--- config.mk ---
export PLATFORM = sky130hd
export DESIGN_NAME = activation_table_fetch
export DESIGN_NICKNAME = d
export VERILOG_FILES = /design/src/rtl/activation_table_fetch_pkg.sv /design/src/rtl/activation_sample_table.sv /design/src/rtl/activation_table_fetch.sv
export SDC_FILE = /design/constraint.sdc
export NUM_CORES = 1
export LEC_CHECK = 0
export CORE_ASPECT_RATIO = 0.7
export CORE_MARGIN = 2
export CORE_UTILIZATION = 35
export CTS_CLUSTER_DIAMETER = 200
export DETAILED_ROUTE_END_ITERATION = 10
export PLACE_DENSITY_LB_ADDON = 0.2
export SLEW_MARGIN = 20
export SYNTH_ARGS = -nofsm -noshare
export SYNTH_HDL_FRONTEND = slang
export SYNTH_SLANG_ARGS = --single-unit
export TNS_END_PERCENT = 20
--- constraint.sdc ---
create_clock -name clk -period 4.6 [get_ports clk]
set_clock_uncertainty 0.15 [all_clocks]
set_input_delay 0.46 -clock clk [delete_from_list [all_inputs] [get_ports clk]]
set_output_delay 0.46 -clock clk [all_outputs]
set_load 0.03 [all_outputs]
--- src/rtl/activation_table_fetch_pkg.sv ---
// rtl/activation_table_fetch_pkg.sv - shared widths, types and index helper for activation units
package activation_table_fetch_pkg;
  localparam int DATA_W  = 8;
  localparam int FRAC_W  = 4;
  localparam int IDX_W   = DATA_W - FRAC_W;
  localparam int ENTRIES = 2 ** IDX_W;

  // Shift applied by the downstream interpolator; tied to the input fraction width.
  localparam int INTERP_FRAC_SHIFT = FRAC_W;

  typedef logic signed [DATA_W-1:0] sample_t;
  typedef logic [IDX_W-1:0]         idx_t;

  // Inverting the integer-part MSB maps signed -8..+7 onto table slots 0..15.
  function automatic idx_t value_to_idx(input sample_t value);
    return {~value[DATA_W-1], value[DATA_W-2:FRAC_W]};
  endfunction

  function automatic sample_t value_to_frac(input sample_t value);
    return {{(DATA_W-FRAC_W){1'b0}}, value[FRAC_W-1:0]};
  endfunction
endpackage

--- src/rtl/activation_sample_table.sv ---
// rtl/activation_sample_table.sv - sample register file, one write port, two combinational reads
module activation_sample_table
  import activation_table_fetch_pkg::*;
(
  input  logic    clk,
  input  logic    rst,
  input  logic    we,
  input  idx_t    waddr,
  input  sample_t wdata,
  input  idx_t    raddr_a,
  output sample_t rdata_a,
  input  idx_t    raddr_b,
  output sample_t rdata_b
);
  sample_t mem [ENTRIES];

  always_ff @(posedge clk or posedge rst) begin
    if (rst) begin
      for (int i = 0; i < ENTRIES; i++) mem[i] <= '0;
    end else if (we) begin
      mem[waddr] <= wdata;
    end
  end

  // Reads see the pre-edge contents, so a same-cycle fetch returns the old sample.
  assign rdata_a = mem[raddr_a];
  assign rdata_b = mem[raddr_b];
endmodule

--- src/rtl/activation_table_fetch.sv ---
// rtl/activation_table_fetch.sv - split Q4.4 input into index/fraction and fetch neighbouring samples
module activation_table_fetch
  import activation_table_fetch_pkg::*;
(
  input  logic              clk,
  input  logic              rst,
  input  logic              in_valid,
  output logic              in_ready,
  input  logic [DATA_W-1:0] in_value,
  output logic              out_valid,
  input  logic              out_ready,
  output logic [DATA_W-1:0] base,
  output logic [DATA_W-1:0] next__data,
  output logic [DATA_W-1:0] remaining,
  input  logic              tbl_we,
  input  logic [IDX_W-1:0]  tbl_addr,
  input  logic [DATA_W-1:0] tbl_wdata
);
  logic    s1_valid;
  idx_t    s1_idx;
  sample_t s1_rem;
  idx_t    s1_idx_next;
  sample_t rd_base;
  sample_t rd_next;
  logic    s2_adv;
  logic    s1_adv;

  assign s2_adv   = !out_valid || out_ready;
  assign s1_adv   = !s1_valid || s2_adv;
  assign in_ready = s1_adv;

  // Upper neighbour saturates at the last slot so 0x7F interpolates flat.
  assign s1_idx_next = (s1_idx == idx_t'(ENTRIES - 1)) ? s1_idx : s1_idx + idx_t'(1);

  activation_sample_table u_table (
    .clk     (clk),
    .rst     (rst),
    .we      (tbl_we),
    .waddr   (tbl_addr),
    .wdata   (tbl_wdata),
    .raddr_a (s1_idx),
    .rdata_a (rd_base),
    .raddr_b (s1_idx_next),
    .rdata_b (rd_next)
  );

  always_ff @(posedge clk or posedge rst) begin
    if (rst) begin
      s1_valid <= 1'b0;
      s1_idx   <= '0;
      s1_rem   <= '0;
    end else if (s1_adv) begin
      s1_valid <= in_valid;
      if (in_valid) begin
        s1_idx <= value_to_idx(in_value);
        s1_rem <= value_to_frac(in_value);
      end
    end
  end

  always_ff @(posedge clk or posedge rst) begin
    if (rst) begin
      out_valid  <= 1'b0;
      base       <= '0;
      next__data <= '0;
      remaining  <= '0;
    end else if (s2_adv) begin
      out_valid <= s1_valid;
      if (s1_valid) begin
        base       <= rd_base;
        next__data <= rd_next;
        remaining  <= s1_rem;
      end
    end
  end
endmodule
== After elaboration in Yosys (flattened, before gate mapping) ==
Cells that the tools add are included.

* Add/sub/neg operators: 1
* Multiplexer cells: 10
* Reduce and logical (&&, ||, !) cells: 7
* Bitwise operators: 4
* $lt $le $gt $ge: 4
* Eq/ne operators: 1

{| class="wikitable"
|+ Operator list
! kind !! number
|-
| bitwise mux 128 bit || 1
|-
| binary-select mux 8 bit (select 4 bit) || 2
|-
| two-way mux 8 bit || 5
|-
| demux 8 bit (select 4 bit) || 1
|-
| >= comparator 5 bit (second input constant) || 3
|-
| inverter 4 -> 5 bit || 3
|-
| < comparator 5 x 1 -> 1 bit (second input constant) || 1
|-
| adder 4 x 1 -> 4 bit (second input constant) || 1
|-
| equality test 4 bit (second input constant) || 1
|-
| two-way mux 4 bit || 1
|-
| AND reduction 2 bit || 2
|-
| logical NOT 1 bit || 2
|-
| logical OR 1 bit || 2
|-
| logical AND 1 bit || 1
|-
| inverter 1 bit || 1
|}

* Logic and storage cells: 50
* Output and inout port bits: 26
* Register bits after elaboration: 158
* Bits of input ports: 25

== Depth between registers and ports, before layout ==
Gate-level depths: netlist (run 1).

* Word-level depth: 6
* Mapped depth: 10
* Depth with buffers taken out: 7

== Hierarchy ==
Synthesis (run 1) repeated with hierarchy kept, for this count alone.

* Cells, all modules: 522
* Area, all modules: 8,082.8 µm²

{| class="wikitable"
|+ Modules (own cells, without submodules)
! module !! sequential area each (µm²) !! area each (µm²) !! instances !! cells an instance
|-
| activation_sample_table || 3,203.1 || 6,759.0 || 1 || 438
|-
| activation_table_fetch || 750.7 || 1,323.8 || 1 || 84
|}

== Least setup slack after synthesis (run 1) ==
Ideal clock, no wire load.

* Kind: register -> register
* From: register s1_idx[0]
* To: register next__data[7]
* Clock period less this slack: 2,164 ps
* Buffers on the path: 2
* Cell stages (with the launch flop): 10
* Path slack: 2,436 ps
* Arrival time: 1,881 ps
* Path through: dfrtp_1 ha_1 clkbuf_1 nor2b_1 a21oi_1 o2bb2ai_1 clkbuf_1 nand3_1 a32oi_1 o21ai_0

* Cells in the longest elaborated chain, start to end: 6
* Elaborated cells between the ends (all ways): 7

{| class="wikitable"
|+ Ends and longest elaborated chain
! item !! line !! source
|-
| start, declared || activation_table_fetch.sv:20 || <nowiki>idx_t s1_idx;</nowiki>
|-
| start signal, assigned || activation_table_fetch.sv:55 || <nowiki>s1_idx <= value_to_idx(in_value);</nowiki>
|-
| adder 4 x 1 -> 4 bit or equality test 4 bit (tied branches) || activation_table_fetch.sv:33 || <nowiki>assign s1_idx_next = (s1_idx == idx_t'(ENTRIES - 1)) ? s1_idx : s1_idx + idx_t'(1);</nowiki>
|-
| two-way mux 4 bit * || activation_table_fetch.sv:33 ||
|-
| inverter 4 -> 5 bit (not written as such) * || activation_sample_table.sv:27 || <nowiki>assign rdata_b = mem[raddr_b];</nowiki>
|-
| binary-select mux 8 bit (select 4 bit) * || activation_sample_table.sv:27 ||
|-
| two-way mux 8 bit (not written as such) * (2 in a row) || activation_sample_table.sv:27 ||
|-
| end signal, assigned || activation_table_fetch.sv:71 || <nowiki>next__data <= rd_next;</nowiki>
|-
| end, declared || activation_table_fetch.sv:13 || <nowiki>output logic [DATA_W-1:0] next__data,</nowiki>
|}

Mark *: on every way between the ends. The rest lies on a longest branch, timed or not. The select of a mux whose other input is x is not followed.
A chain may end at the register's enable or synchronous reset.

== Final worst setup path (run 1) ==
* From: register s1_idx[0]
* To: register next__data[5]

Same word-level chain as after synthesis.

==> results by stage, run 1 <==
Status:
- The flow ran to the end, and the final reports show no timing, DRC or antenna violations.

Timing:
- Measured against its own limit, the worst slew margin works out to 27.4%.
- After routing, the total negative slack on setup checks comes to 0 ns.
- The final count of hold timing violations is 0.
- Setup repair after global routing left no endpoint under its margin.
- The number of endpoints failing setup at the final stage is 0.
- The share of the clock period used by the worst path after layout is 68.1%.
- The smallest clock period supported by the final layout is computed as 3.13 ns.
- At the pin with the least slew margin, the transition time is 1.08 ns.
- The maximum achievable frequency is 0.319 GHz.
- The max-slew violation count came to 0.

CTS:
- The number of buffers inserted during clock tree synthesis is 17.
- Clock-pin slew was measured on the worst setup and hold paths at ~0.070 ns.
- Gates resized during post-CTS repair numbered 0.
- The number of hold buffers added after CTS is 0.
- The number of sinks handled by clock tree synthesis is 158.
- The clock tree root driver cell is clkbuf_16.
- The count of H-tree levels built during CTS is 4.
- The clock tree buffer depth is 2.
- The CTS tree is done.
- The buffers inserted during post-CTS setup optimization is 0.
- At the later pin of the worst-skew pair, clock insertion delay measures between 0.4 and 0.5 ns.

Final layout:
- The share of layout cells above drive strength 1 is 32.2%.
- Leaving out fill and tap cells, the most frequent cells in the layout are dfrtp_1, mux2_2, nand2_1.
- Relative to the synthesized area, the layout overhead comes to 17.2%.
- Excluding fillers, the count of instances in the completed layout stands at ~1.0k.
- Leaving out fill and tap cells, the most frequent cell in the layout is dfrtp_1.
- The final net count is 723.
- The post-route cell area is roughly 0.0098 mm2.
- The number of inserted diodes is 0.

Routing:
- The number of search-and-repair iterations in the first detailed-routing pass is 5.
- The final route contains 5839 vias.
- The met3 layer wire length in the routed design is 1840 um.
- The routed wirelength normalized by instance count is 23.1 um.
- The post-detailed-routing wire length is between 20000 and 25000 um.
- For this run, design rule violations remaining after detail routing come to 0.
- The detail route stage leaves a number of antenna-violating nets equal to 0.
- The ratio of routed vias to standard cells is 5.69.
- The first routing iteration left 580 violations.
- In this run the top signal layer used is met4.
- The met1 routed wirelength after detailed routing is between 10000 and 15000 um.
- The length of routed met2 wiring is 10300 um.

Global routing:
- The number of global-route vias before repair was 5746.
- The wire length of the first global-routing pass is approximately 36000 um.
- The number of antenna violations at the first check in global routing is 0.
- The aggregate global-route resource usage is 19.5%.
- The maximum number of pins on one net before global-route repair is about 160.
- After global routing the overflow that remains totals 0.

Synth:
- After synthesis the cells add up to 0.00836 mm2.
- After synthesis, the largest area contributor takes up 47.3% of total cell area.
- The synthesized netlist cell count is 664.
- Yosys mapped a number of flops with a built-in enable equal to 0.
- The mean cell area of the mapped netlist is 12.6 um2.
- dfrtp_1 takes more of the synthesized area than any other cell.
- The count of yosys warnings during synthesis is 0.
- By area the synthesized netlist is led by dfrtp_1, mux2_2, mux4_1.
- For this run, the leading register cell type out of synthesis is dfrtp_1.
- The register bit total from synthesis is between 150 and 200.
- The count of different cell masters after synthesis is 41.
- Sequential cells were found to cover 47.3% of the synthesized design area.
- The fraction of registers with async set/reset is 100%.

Power and ir drop:
- For this design the total switching power over the nets is around 1.7 mW.
- The sequential fraction of design power is between 30% and 40%.
- In this run the static leakage power is 4.06 nW.
- The internal power contribution is 3.45 mW.
- The maximum VDD drop is 0.263 mV.
- The combinational power share is around 31%.
- The switching share of total power is between 30% and 40%.
- The power density of the placed cells is 523 mW/mm2.
- The clock group share of total power is 29.7%.

Placed design:
- The final weighted congestion in routability-driven placement is 0.848.
- Counting tap cells, the placed design contains a total of 996 instances.
- Summing all placed instances gives a cell area of 0.00917 mm2.
- The half-perimeter wire length of the detailed placement result is 14700 um.
- The number of input and output port buffers inserted is 46.

Floorplan:
- The initial utilization of the core area, before any placement, comes to 35.6%.
- For this design the top-level I/O count stands at between 50 and 60.
- The area inside the core boundary is 0.0235 mm2.
- The row count is 47.
- The die covers around 0.025 mm2.
- The horizontal die dimension is roughly 190 um.
- The die is 133 um tall.

Worst setup path:
- For the worst setup path, the data required time is 4.81 ns.
- The type of destination of the critical path is a flop.
- The critical path launch point type is a flop.
- The worst setup path is of the reg -> reg kind.
- For the worst setup path, the data arrival time is 3.35 ns.
- In this run the worst path has a maximum fanout of 34.

Flow run:
- Across the run, the number of max-cap violations was 0.

Hold path:
- The tightest min-delay check is of the reg -> reg type.
==> power by group through the flow <==
stage / clock network, mW / registers [mW] / logic (mW)
2_1_floorplan: 0 / 2.09 / 0.994
3_3_place_gp: 0 / 2.01 / 1.57
3_5_place_dp: 0 / 2.03 / 1.60
4_1_cts: 1.55 / 2.01 / 1.60
5_1_grt: 1.62 / 2.06 / 1.71
6_report: 1.52 / 2.01 / 1.59
==> worst max-delay path: stages (launching register included) <==
cell and delay (ns):
dfrtp_2 0.36, ha_1 0.38, nand3_2 0.39, xnor2_4 0.95, buf_4 0.34, nand2_1 0.08
a32oi_1 0.20, nand3_1 0.10, nand3_1 0.10
==> stage by stage <==
stage                     power (mW)  hold slack (ns)  worst slack [ns]  utilization (%)
after floorplan                 3.08            0.325              1.99                -
after global placement          3.58            0.334              1.60             39.0
after detailed placement        3.63            0.337              1.50             39.0
after CTS                       5.16            0.353              1.49             41.7
after global routing            5.38            0.370              1.29             41.7
final                           5.13            0.350              1.47             41.7
==> area by class of cell <==
class | instances | area, um2
fill | 2154 | 13700
sequential | 158 | 3960
timing repair buffer | 64 | 621
clock buffer | 18 | 439
tap | 318 | 398
multi-input combinational | 454 | 4190
clock inverter | 13 | 189
inverter | 2 | 11.3
==> cells by family after synthesis <==
family	synth area share [%]
adder cells (fa/ha/maj)	0.150
other	0.0448
XOR/XNOR	0.404
AO/OA/AOI/OAI	4.52
AND/OR/NAND/NOR	10.2
flip-flops	47.3
buffers and inverters	3.38
multiplexers	34.1
==> path summary, 6_finish.rpt <==
kind	start	end	slack [ns]	cells after the start
min in group asynchronous	rst	u_table.mem[125]	0.46	3
max reg2reg	s1_idx[0]	next__data[5]	1.47	8
max in group asynchronous	rst	s1_idx[1]	3.12	3
max	s1_idx[0]	next__data[5]	1.47	8
min	next__data[2]	next__data[2]	0.35	2
min reg2reg	next__data[2]	next__data[2]	0.35	2
==> synth_stat cells, drive strengths merged (2+ instances only) <==
master,number
mux2i,20
nand3,42
nand3b,2
a21oi,10
mux4,40
inv,2
a221oi,8
a31oi,11
nor2,11
dfrtp,158
buf,25
nor2b,3
mux2,147
or3,6
nor4,2
and2,2
xor2,2
nand4,5
o211ai,4
a32oi,8
nand2,96
o21ai,13
clkbuf,28
nand2b,8
nor3,2
==> flip-flops by register name (all words and copies together) (netlist names) <==
name / cells
u_table.mem: 128
remaining: 4
s1_idx: 4
s1_valid: 1
out_valid: 1
s1_rem: 4
base: 8
next__data: 8
==> layer usage <==
| metal | GRT usage (%) | up-vias |
|---|---|---|
| met1 | 27.5 | 3004 |
| met3 | 5.98 | 43 |
| met2 | 28.9 | 254 |
| li1 | - | 2538 |
| met5 | 0 | - |
| met4 | 5.64 | 0 |
No activity file was read; power rests on OpenSTA's default activity.
==> run 2: changes to the inputs <==
Clock period 4.6 ns to 3 ns, I/O delays scaled along.
==> run 2 against run 1 <==
  * Final cell count increased by 1.8%
  * First-iteration DRC count increased by 6.4%
  * Critical path depth unchanged
  * Register-to-register slack got worse by 1.0 ns
  * Sequential power increased by 55%
  * Highest routed layer unchanged
==> results by stage, run 2 (same netlist as run 1, synthesis figures left out) <==
Status:
- The flow ran to the end, and the final reports show no timing, DRC or antenna violations.

Final layout:
- The area taken by flip-flops and latches came to 0.00396 mm2 (unchanged).
- The most common library cell in the layout ignoring fill and taps is dfrtp_1.
- The register name with the most flops is u_table.mem.
- The final net count is 740 (+2.4%).
- The share of layout cells above drive strength 1 is 33.8% (+1.7 points).
- The number of inserted diodes was 0 (unchanged).
- The growth of design area from synthesis to finish is 18.5%.
- The number of flip-flops in the largest register is 128 (unchanged).
- The number of filler instances in the final layout is 2175 (+0.97%).
- The top cell types in the final layout, fill and taps aside, are dfrtp_1, mux2_2, nand2_1.
- The footprint of the multi-input gates is 0.00417 mm2 (-0.42%).
- The largest registers in the layout are u_table.mem: 128 flops, base: 8 flops, next__data: 8 flops.
- The core utilization of the finished layout is 42.1% (+0.48 points).

Power and ir drop:
- The clock group share of total power is 27.9% (-1.8 points).
- The total power after layout is 7.76 mW (+51%).
- The combinational power share was 31.8% (+0.7 points).
- The power density of the placed cells is 783 mW/mm2 (+50%).
- The net switching power is 2.67 mW (+59%).
- The maximum VDD drop is 0.462 mV (+76%).
- The switching share of total power is 34.4% (+1.7 points).
- The internal power contribution is 5.09 mW (+47%).
- The leakage power summed over all cells is 4.14 nW (+2.0%).
- The sequential fraction of design power is 40.3% (+1.1 points).

Global routing:
- The maximum number of pins on one net before global-route repair is 47 (-70%).
- The aggregate global-route resource usage came to 20.0% (+0.49 points).
- The number of global-route vias before repair is 5845 (+1.7%).
- The wire length of the first global-routing pass is 37200 um (+2.9%).
- The overflow left after global routing came to 0 (unchanged).
- The number of antenna violations at the first check in global routing was 0 (unchanged).

Routing:
- The length of routed met2 wiring is 10400 um (+0.81%).
- The post-detailed-routing wire length is 24100 um (+1.5%).
- The post-detailed-route DRC marker count is 0 (unchanged).
- The routed wirelength normalized by instance count was 23.1 um (-0.28%).
- The met3 layer wire length in the routed design was 1900 um (+2.9%).
- The number of search-and-repair iterations in the first detailed-routing pass was 5 (unchanged).
- The detailed router's first-iteration violation count is 617 (+6.4%).
- The met1 routed wirelength after detailed routing is 11500 um (+3.4%).
- The total via count in the routed design is 5979 (+2.4%).
- The ratio of routed vias to standard cells is 5.72 (+0.63%).
- The count of antenna-violating nets left after detailed routing came to 0 (unchanged).
- Signal routing reaches up to met4.

Floorplan:
- The area inside the core boundary was 0.0235 mm2 (unchanged).
- The overall die area is 0.0252 mm2 (unchanged).
- The horizontal die dimension is 189 um (unchanged).
- The overall die height is 133 um (unchanged).
- The initial cell density of the core is 35.6% (unchanged).
- The row count is 47 (unchanged).
- The number of ports placed on the die boundary came to 51 (unchanged).

Worst setup path:
- The register-to-register setup slack was 0.42 ns (-1.05 ns).
- The endpoint identified for the worst register-to-register timing path is next__data[6].
- The critical path launch point type is a flop.
- The category of the critical setup timing path is reg -> reg.
- The critical path ends at next__data[6].
- The most critical setup path has its startpoint at s1_idx[0].
- The required time at the worst-slack endpoint is 3.19 ns (-1.62 ns).
- The largest fanout on the critical path came to 11 (-68%).
- The type of destination of the critical path is a flop.
- The startpoint identified for the worst register-to-register timing path is s1_idx[0].
- The data arrival time of the critical path is 2.77 ns (-0.58 ns).
- The worst reg2reg path depth is 8 (unchanged).

CTS:
- The number of sinks handled by clock tree synthesis is 158 (unchanged).
- The CTS tree is done.
- The post-CTS clock slew at the launch and capture registers of the worst setup and hold paths is 0.07 ns (about the same).
- The clock tree buffer depth was 2 (unchanged).
- The number of hold buffers added after CTS is 0 (unchanged).
- The source-to-sink clock delay at the later pin of the worst-skew pair is 0.44 ns (about the same).
- The tree is rooted in a clkbuf_16.
- The buffers inserted during post-CTS setup optimization came to 0 (unchanged).
- The number of buffers inserted during clock tree synthesis is 17 (unchanged).
- The count of H-tree levels built during CTS is 4 (unchanged).
- The number of instances resized during post-cts repair is 0 (unchanged).

Timing:
- The final count of hold timing violations is 0 (unchanged).
- The relative slew slack came to 40.6% (+13 points).
- The actual transition at the worst max-transition pin came to 0.890 ns (-0.192 ns).
- The clock period minus final worst setup slack is 2.58 ns (-0.552 ns).
- The worst hold slack across all endpoints is 0.249 ns (-0.101 ns).
- The share of the clock period used by the worst path after layout came to 86.0% (+18 points).
- The max-slew violation count is 0 (unchanged).
- Setup repair after global routing left no endpoint under its margin.
- The number of endpoints failing setup at the final stage was 0 (unchanged).
- The total negative slack for setup checks is 0 ns (unchanged).
- The final worst-path setup slack is 0.421 ns (-1.05 ns).
- The maximum achievable frequency was 0.388 GHz (+21%).

Flow run:
- The max-capacitance violation count is 0 (unchanged).

Placed design:
- The final weighted congestion in routability-driven placement is 0.845 (-0.35%).
- The post-placement worst setup slack was 0.435 ns (-1.07 ns).
- The half-perimeter wire length of the detailed placement result is 16100 um (+9.0%).
- The number of input and output port buffers inserted was 46 (unchanged).

Hold path:
- The path class of the lowest-slack min-delay path is in -> async.
## run 2: changes by cell type in the layout (fill, tap and decap cells not counted)
cell | before | now
buf_4 | 16 | 29
buf_12 | 2 | 6
bufinv_16 | 4 | 1
inv_6 | 2 | 5
inv_8 | 0 | 2
nor4_2 | 0 | 2
nor4_4 | 2 | 0
clkbuf_8 | 1 | 0
clkinv_4 | 3 | 2
clkinv_8 | 0 | 1
## run 2: per-stage QoR
stage	instances	cell area, um2
global route	1045	9910
detailed placement	1013	9330
floorplan	667	8380
global placement	1013	9330
CTS	1045	9910
finish	1045	9910
## run 2: cell type report
cell class	count	share of cell area [%]
Inverter	2	0.114
Timing Repair Buffer	81	8.05
Sequential cell	158	39.9
Clock buffer	17	4.29
Tap cell	318	4.01
Multi-Input combinational cell	454	42.0
Clock inverter	15	1.57
## run 2: worst min path at each step
stage                     cells past startpoint  slack [ns]               to
after detailed placement                      1        0.34        s1_rem[1]
after CTS                                     2        0.27  u_table.mem[55]
after global placement                        1        0.33     remaining[0]
after floorplan                               1        0.26         s1_valid
after global routing                          2        0.29  u_table.mem[55]
final                                         2        0.25   u_table.mem[5]
## run 2: critical path: stages (launching register included)
cell,delay [ns]
dfrtp_2,0.41
ha_1,0.22
buf_4,0.19
and4b_2,0.23
a21oi_1,0.19
nand3_1,0.51
a21oi_1,0.30
a21oi_1,0.05
o21ai_0,0.22
## run 2: layer usage
| metal | up-vias | track usage [%] |
|---|---|---|
| met5 | - | 0 |
| met4 | 0 | 5.03 |
| li1 | 2576 | - |
| met3 | 25 | 4.82 |
| met2 | 242 | 28.8 |
| met1 | 3136 | 30.1 |
## run 2: power groups by stage
stage | combinational (mW) | clock [mW] | sequential (mW)
floorplan | 1.52 | 0 | 3.21
global placement | 2.42 | 0 | 3.13
detailed placement | 2.47 | 0 | 3.14
CTS | 2.48 | 2.20 | 3.11
global route | 2.65 | 2.30 | 3.19
finish | 2.47 | 2.17 | 3.12
==> patch 1, RTL diff (settings of run 2) <==
`FRAC_W`: 4 -> 2.
--- a/src/rtl/activation_table_fetch_pkg.sv
+++ b/src/rtl/activation_table_fetch_pkg.sv
@@ -2,5 +2,5 @@
 package activation_table_fetch_pkg;
   localparam int DATA_W  = 8;
-  localparam int FRAC_W  = 4;
+  localparam int FRAC_W  = 2;
   localparam int IDX_W   = DATA_W - FRAC_W;
   localparam int ENTRIES = 2 ** IDX_W;
Interface: changed (resized tbl_addr); port bits go from 51 to 53. No check against the original RTL was run, so the function may have changed too.
==> patch 1 against run 2 <==
  * The flow now finishes with violations (negative setup slack)
  * Core utilization is 2.6 points higher
  * Setup slack worse by 0.63 ns
  * Maximum frequency is 20% lower
  * Combinational power grew to 4.3 times the old value
  * Via count grew to 4.3 times the old value
  * Critical endpoint unchanged
  * Synthesized area grew to 3.7 times the old value
  * Worst hold slack worse by 0.18 ns
  * Sequential cell count is 382 higher
  * Routed wire length grew to 5.6 times the old value
  * Critical path depth is 5 higher
  * Global-route usage is 9.5 points higher
  * Design area grew to 4.0 times the old value
  * Total power grew to 3.5 times the old value
==> patch 1: results (changes against run 2) <==
* Distinct cell type count after synthesis at 71 (+73%)
* P_leak at 17.4 nW (+320%)
* Mux share of post-synthesis cell area at 0.346 (+0.00548)
* GPL Wtd Cong at 0.980 (+16%)
* Clock Path Buffers at 3 (+1)
* Fillers at 7,949 (+270%)
* Synth Area in XOR/XNOR at 0.000564 (-0.00348)
* Setup tns final at -2.74 ns (-2.74 ns)
* Final wirelength at 135 mm (+460%)
* Top post-synthesis cells by count: dfrtp_1, mux2_2, mux4_2
* Adder-Cell Fraction of Synth Area at 0.000403 (-0.00109)
* Sequential area share after synthesis at 0.435 (-0.0377)
* Pre-CTS WS at -0.875 ns (-1.31 ns)
* First-pass GRT wire length at 194 mm (+420%)
* Vias per cell at 6.45 (+13%)
* Root Driver: clkbuf_16
* Peak supply drop at 0.447 mV (-3.4%)
* Largest net degree at the start of global routing at 130 (+180%)
* Worst Tran Pin Value at 0.967 ns (+0.0771 ns)
* Total CTS buffers at 56 (+39)
* # setup viols final at 16 (+16)
* Biggest regs: u_table.mem: 512 flops, base: 8 flops, next__data: 8 flops
* 1st-pass router iterations at 7 (+2)
* Total GRT Usage at 0.295 (+0.0952)
* Slowest stage delay, CP at 0.54 ns (+0.03 ns)
* CP Max Fanout at 7 (-4)
* H-tree depth at 2 (-2)
* Ratio of cells with drive above 1 in the final layout at 0.497 (+0.159)
* Synth Area in Compound Gates at 0.117 (+0.0721)
* Worst Path Arrival at 3.58 ns (+0.81 ns)
* Top cells by area, synth: dfrtp_1, mux2_2, mux4_2, mux2i_1, o221ai_1
* Failing checks: negative setup slack
* Dpl hpwl at 95.2 mm (+490%)
* Status: finished, violations left
* Setup WS post-layout at -0.205 ns (-0.626 ns)
* Antenna violations before repair at 11 (+11)
* 1st-iter DRT viols at 3,999 (+550%)
* Clk_lat worst skew at 0.64 ns (+0.20 ns)
* Vias in the first global route at 25.3k (+330%)
* Async SR Flop Fraction at 1.00 (unchanged)
[patch 1: cell types whose count changed in the layout (fill, tap and decap cells not counted), sizes merged, moves of 61 or more]
cell    before  now
buf         35  477
mux2       147  530
dfrtp      158  540
mux4        40  177
o221ai       0   68
clkbuf      17   82
nor2        11   72
[patch 1: logic make-up (layout without fill, tap and decap cells)]
| kind of cell | count (synthesis) | count (layout) |
|---|---|---|
| and+or+nand+nor | 403 | 403 |
| muxes | 786 | 786 |
| DFF | 540 | 540 |
| xor gates and xnor gates | 2 | 2 |
| AOI/OAI and AO/OA | 486 | 486 |
| adders and majority gates | 1 | 1 |
| buffers and inverters | 271 | 643 |
| other | 1 | 7 |
[patch 1: what timing repair did]
item	in CTS	in global routing
gates resized for setup	181	57
pin swaps	27	33
gates cloned	16	0
endpoints found under the setup margin	16	16
setup buffers	37	9
[patch 1: critical path: cells and delay by family, from the launching register on]
kind | cells | cell delay, ns
compound gates | 5 | 1.15
buf+inv | 6 | 0.88
simple gates | 2 | 0.35
flops | 1 | 0.54
[patch 1: area by class of cell]
cell class,count,area (sq um),area share
clock buffer,82,1670,0.0424
inverter,21,82.6,0.00210
antenna,1,2.50,0.0000635
tap,1162,1450,0.0369
clock inverter,18,195,0.00495
multi-input combinational,1684,17300,0.438
sequential,540,13500,0.343
timing repair buffer,522,5200,0.132
[patch 1: routing by layer]
metal  track usage  up-vias  part of all wire
li1              -    10429                 -
met1         0.448    13662              0.45
met2         0.398     1637              0.40
met3        0.0918      263              0.13
met4        0.0789       10             0.029
met5             0        -           0.00049
[patch 1: path summary, 6_finish.rpt]
path | startpoint | to | slack (ns) | depth (start not counted)
min | rst | u_table.mem[320] | 0.07 | 3
max in group asynchronous | rst | base[1] | 1.79 | 3
min reg2reg | remaining[1] | remaining[1] | 0.36 | 1
max reg2reg | s1_idx[0] | next__data[6] | -0.21 | 13
max | s1_idx[0] | next__data[6] | -0.21 | 13
min in group clk | tbl_wdata[5] | u_table.mem[69] | 0.10 | 3
[patch 1: through the flow]
step / power (W) / instances / area (sq um) / hold slack, ns
after global placement: 0.0184 / 3873 / 35600 / 0.334
after detailed placement: 0.0185 / 3873 / 35600 / 0.344
after global routing: 0.0282 / 4029 / 39400 / 0.0942
after floorplan: 0.0141 / 2495 / 31100 / 0.258
final: 0.0273 / 4030 / 39400 / 0.0725
after CTS: 0.0269 / 4025 / 39100 / 0.0565
[patch 1: power breakdown]
part	total [W]	internal (W)	switching, W	leakage [nW]
Combinational	0.0105	0.00487	0.00560	9.35
Sequential	0.00949	0.00835	0.00114	7.10
Clock	0.00732	0.00411	0.00321	0.902
Total	0.0273	0.0173	0.00995	17.4
==> patch 2, RTL diff (settings of run 2) <==
Made on the original files. Make the reset (`rst`) synchronous in 3 clocked blocks.
--- a/src/rtl/activation_sample_table.sv
+++ b/src/rtl/activation_sample_table.sv
@@ -15,5 +15,5 @@
   sample_t mem [ENTRIES];
 
-  always_ff @(posedge clk or posedge rst) begin
+  always_ff @(posedge clk) begin
     if (rst) begin
       for (int i = 0; i < ENTRIES; i++) mem[i] <= '0;
--- a/src/rtl/activation_table_fetch.sv
+++ b/src/rtl/activation_table_fetch.sv
@@ -45,5 +45,5 @@
   );
 
-  always_ff @(posedge clk or posedge rst) begin
+  always_ff @(posedge clk) begin
     if (rst) begin
       s1_valid <= 1'b0;
@@ -59,5 +59,5 @@
   end
 
-  always_ff @(posedge clk or posedge rst) begin
+  always_ff @(posedge clk) begin
     if (rst) begin
       out_valid  <= 1'b0;
Formal check against the unedited RTL: differs if rst is asserted again (counterexample within 4 cycles, from zero or initial values and one cycle with rst high); with rst held inactive, the same outputs for 4 cycles.
==> patch 2 against run 2 <==
  * Sequential cell count unchanged
  * Setup slack got worse by 0.25 ns
  * Design area shrank 0.52%
  * Routed wire length rose by 10%
  * Synthesized area is 1.3% higher
  * Count of clock-buffer cells in the layout grew 3
  * Non-clock buffer count fell by 1
  * Critical path type unchanged
  * Critical endpoint is now next__data[0]
  * Largest cell class is now registers
Power is not compared: it rests on default switching activity, and its combinational part moved more than twofold at a synthesized area within 25%.
==> patch 2: results (changes against run 2) <==
* Status: complete, no violations
* Top cells by area, synth: edfxtp_1, mux4_2, and2_1, dfxtp_1, a221oi_1
* Final nets at 759 (+2.6%)
* Worst Tran Pin Value at 0.936 ns (+0.0459 ns)
* Peak supply drop at 0.394 mV
* Vias in the first global route at 5,820 (-0.43%)
* Vias post-DR at 5,949 (-0.50%)
* Non-filler instance count after layout at 1,064 (+1.8%)
* Antenna violations before repair at 1 (+1)
* CP Max Fanout at 32 (+21)
* Total CTS buffers at 17 (unchanged)
* Dpl hpwl at 19.4 mm (+21%)
* 1st-pass router iterations at 8 (+3)
* Largest net degree at the start of global routing at 41 (-13%)
* Post-synth top flop: edfxtp_1
* Post-synth EDFFs at 128 (+128)
* Total GRT Usage at 0.217 (+0.0175)
* Async SR Flop Fraction at 0 (-1.00)
* Slowest cell on crit path: o41a_1
* Ratio of cells with drive above 1 in the final layout at 0.182 (-0.156)
* Slowest stage delay, CP at 0.44 ns (-0.07 ns)
* Fillers at 2,236 (+2.8%)
* Post-CTS Setup Inserts at 0 (unchanged)
* GPL Wtd Cong at 0.876 (+3.7%)
* Top post-synthesis cells by count: and2_1, edfxtp_1, mux4_2
* Type of the worst min-delay path: in -> reg
* Worst Path Arrival at 3.00 ns (+0.23 ns)
* Routed len/inst at 25.0 um (+8.5%)
* First-pass GRT wire length at 39.6 mm (+6.4%)
* 1st-iter DRT viols at 719 (+17%)
* Share of the synthesized area in the top cell type at 0.454 (-0.0190)
* Sequential area share after synthesis at 0.525 (+0.0519)
* Inst Count DP at 1,032 (+1.9%)
patch 2: cell count changes in the layout (fill, tap and decap cells not counted), sizes merged, moves of 24 or more:
| cell | change |
|---|---|
| dfrtp | -158 |
| mux2 | -139 |
| edfxtp | +128 |
| and2 | +127 |
| nand2 | -60 |
| nand3 | -32 |
| nor2b | +32 |
| dfxtp | +30 |
| a211o | +24 |
| a211oi | +24 |
| a221oi | +24 |
patch 2: final timing paths:
path,depth (start not counted),slack [ns],to,from
max reg2reg,7,0.17,next__data[0],s1_idx[1]
max,7,0.17,next__data[0],s1_idx[1]
min,3,0.30,s1_rem[3],in_value[3]
min reg2reg,2,0.30,remaining[2],remaining[2]
patch 2: worst reg2reg max path, stage by stage (launching register included):
cell and delay, ns:
dfxtp_1 0.38, ha_1 0.31, and4_4 0.28, a21o_2 0.37, buf_12 0.26, a221oi_1 0.17, o41a_1 0.44, a2111oi_1 0.37
patch 2: final cells by class:
cell class / count / area, sq um / area share
flip-flops and latches: 158 / 4450 / 0.451
multi-input cells: 452 / 3660 / 0.371
repair buffers: 80 / 736 / 0.0746
clock buffers: 20 / 437 / 0.0443
well taps: 318 / 398 / 0.0404
clock inverters: 12 / 96.3 / 0.00977
inverters: 24 / 90.1 / 0.00914
patch 2: metal layers:
metal  up-vias  global-route usage  part of all wire  routed length (um)
li1       2671                   -                 -                   -
met2       235               0.313              0.42               11300
met3        16              0.0416             0.062                1640
met5         -                   0                 0                   0
met1      3027               0.337              0.51               13500
met4         0              0.0474             0.010                 272
patch 2: where the power goes:
part	switching, W	internal (W)
logic	0.000419	0.000302
clock network	0.000883	0.00113
registers	0.000117	0.00250
patch 2: cell families after synthesis:
kind of cell               count (synthesis)  synth area share
DFF                                      158             0.525
AOI/OAI and AO/OA                        129             0.126
muxes                                     51             0.123
buffers and inverters                     83            0.0452
xor gates and xnor gates                   1           0.00103
adders and majority gates                  1           0.00148
and+or+nand+nor                          266             0.178
other                                      1          0.000443
patch 2: metrics by stage:
| step | hold slack [ns] | cell area, sq um | setup slack, ns | util |
|---|---|---|---|---|
| 6_report | 0.296 | 9860 | 0.172 | 0.416 |
| 5_1_grt | 0.298 | 9860 | 0.000422 | 0.416 |
| 4_1_cts | 0.286 | 9860 | 0.186 | 0.416 |
| 3_5_place_dp | 0.297 | 9330 | 0.192 | 0.394 |
| 3_3_place_gp | 0.287 | 9330 | 0.319 | 0.394 |
| 2_1_floorplan | 0.266 | 8480 | 0.649 | - |
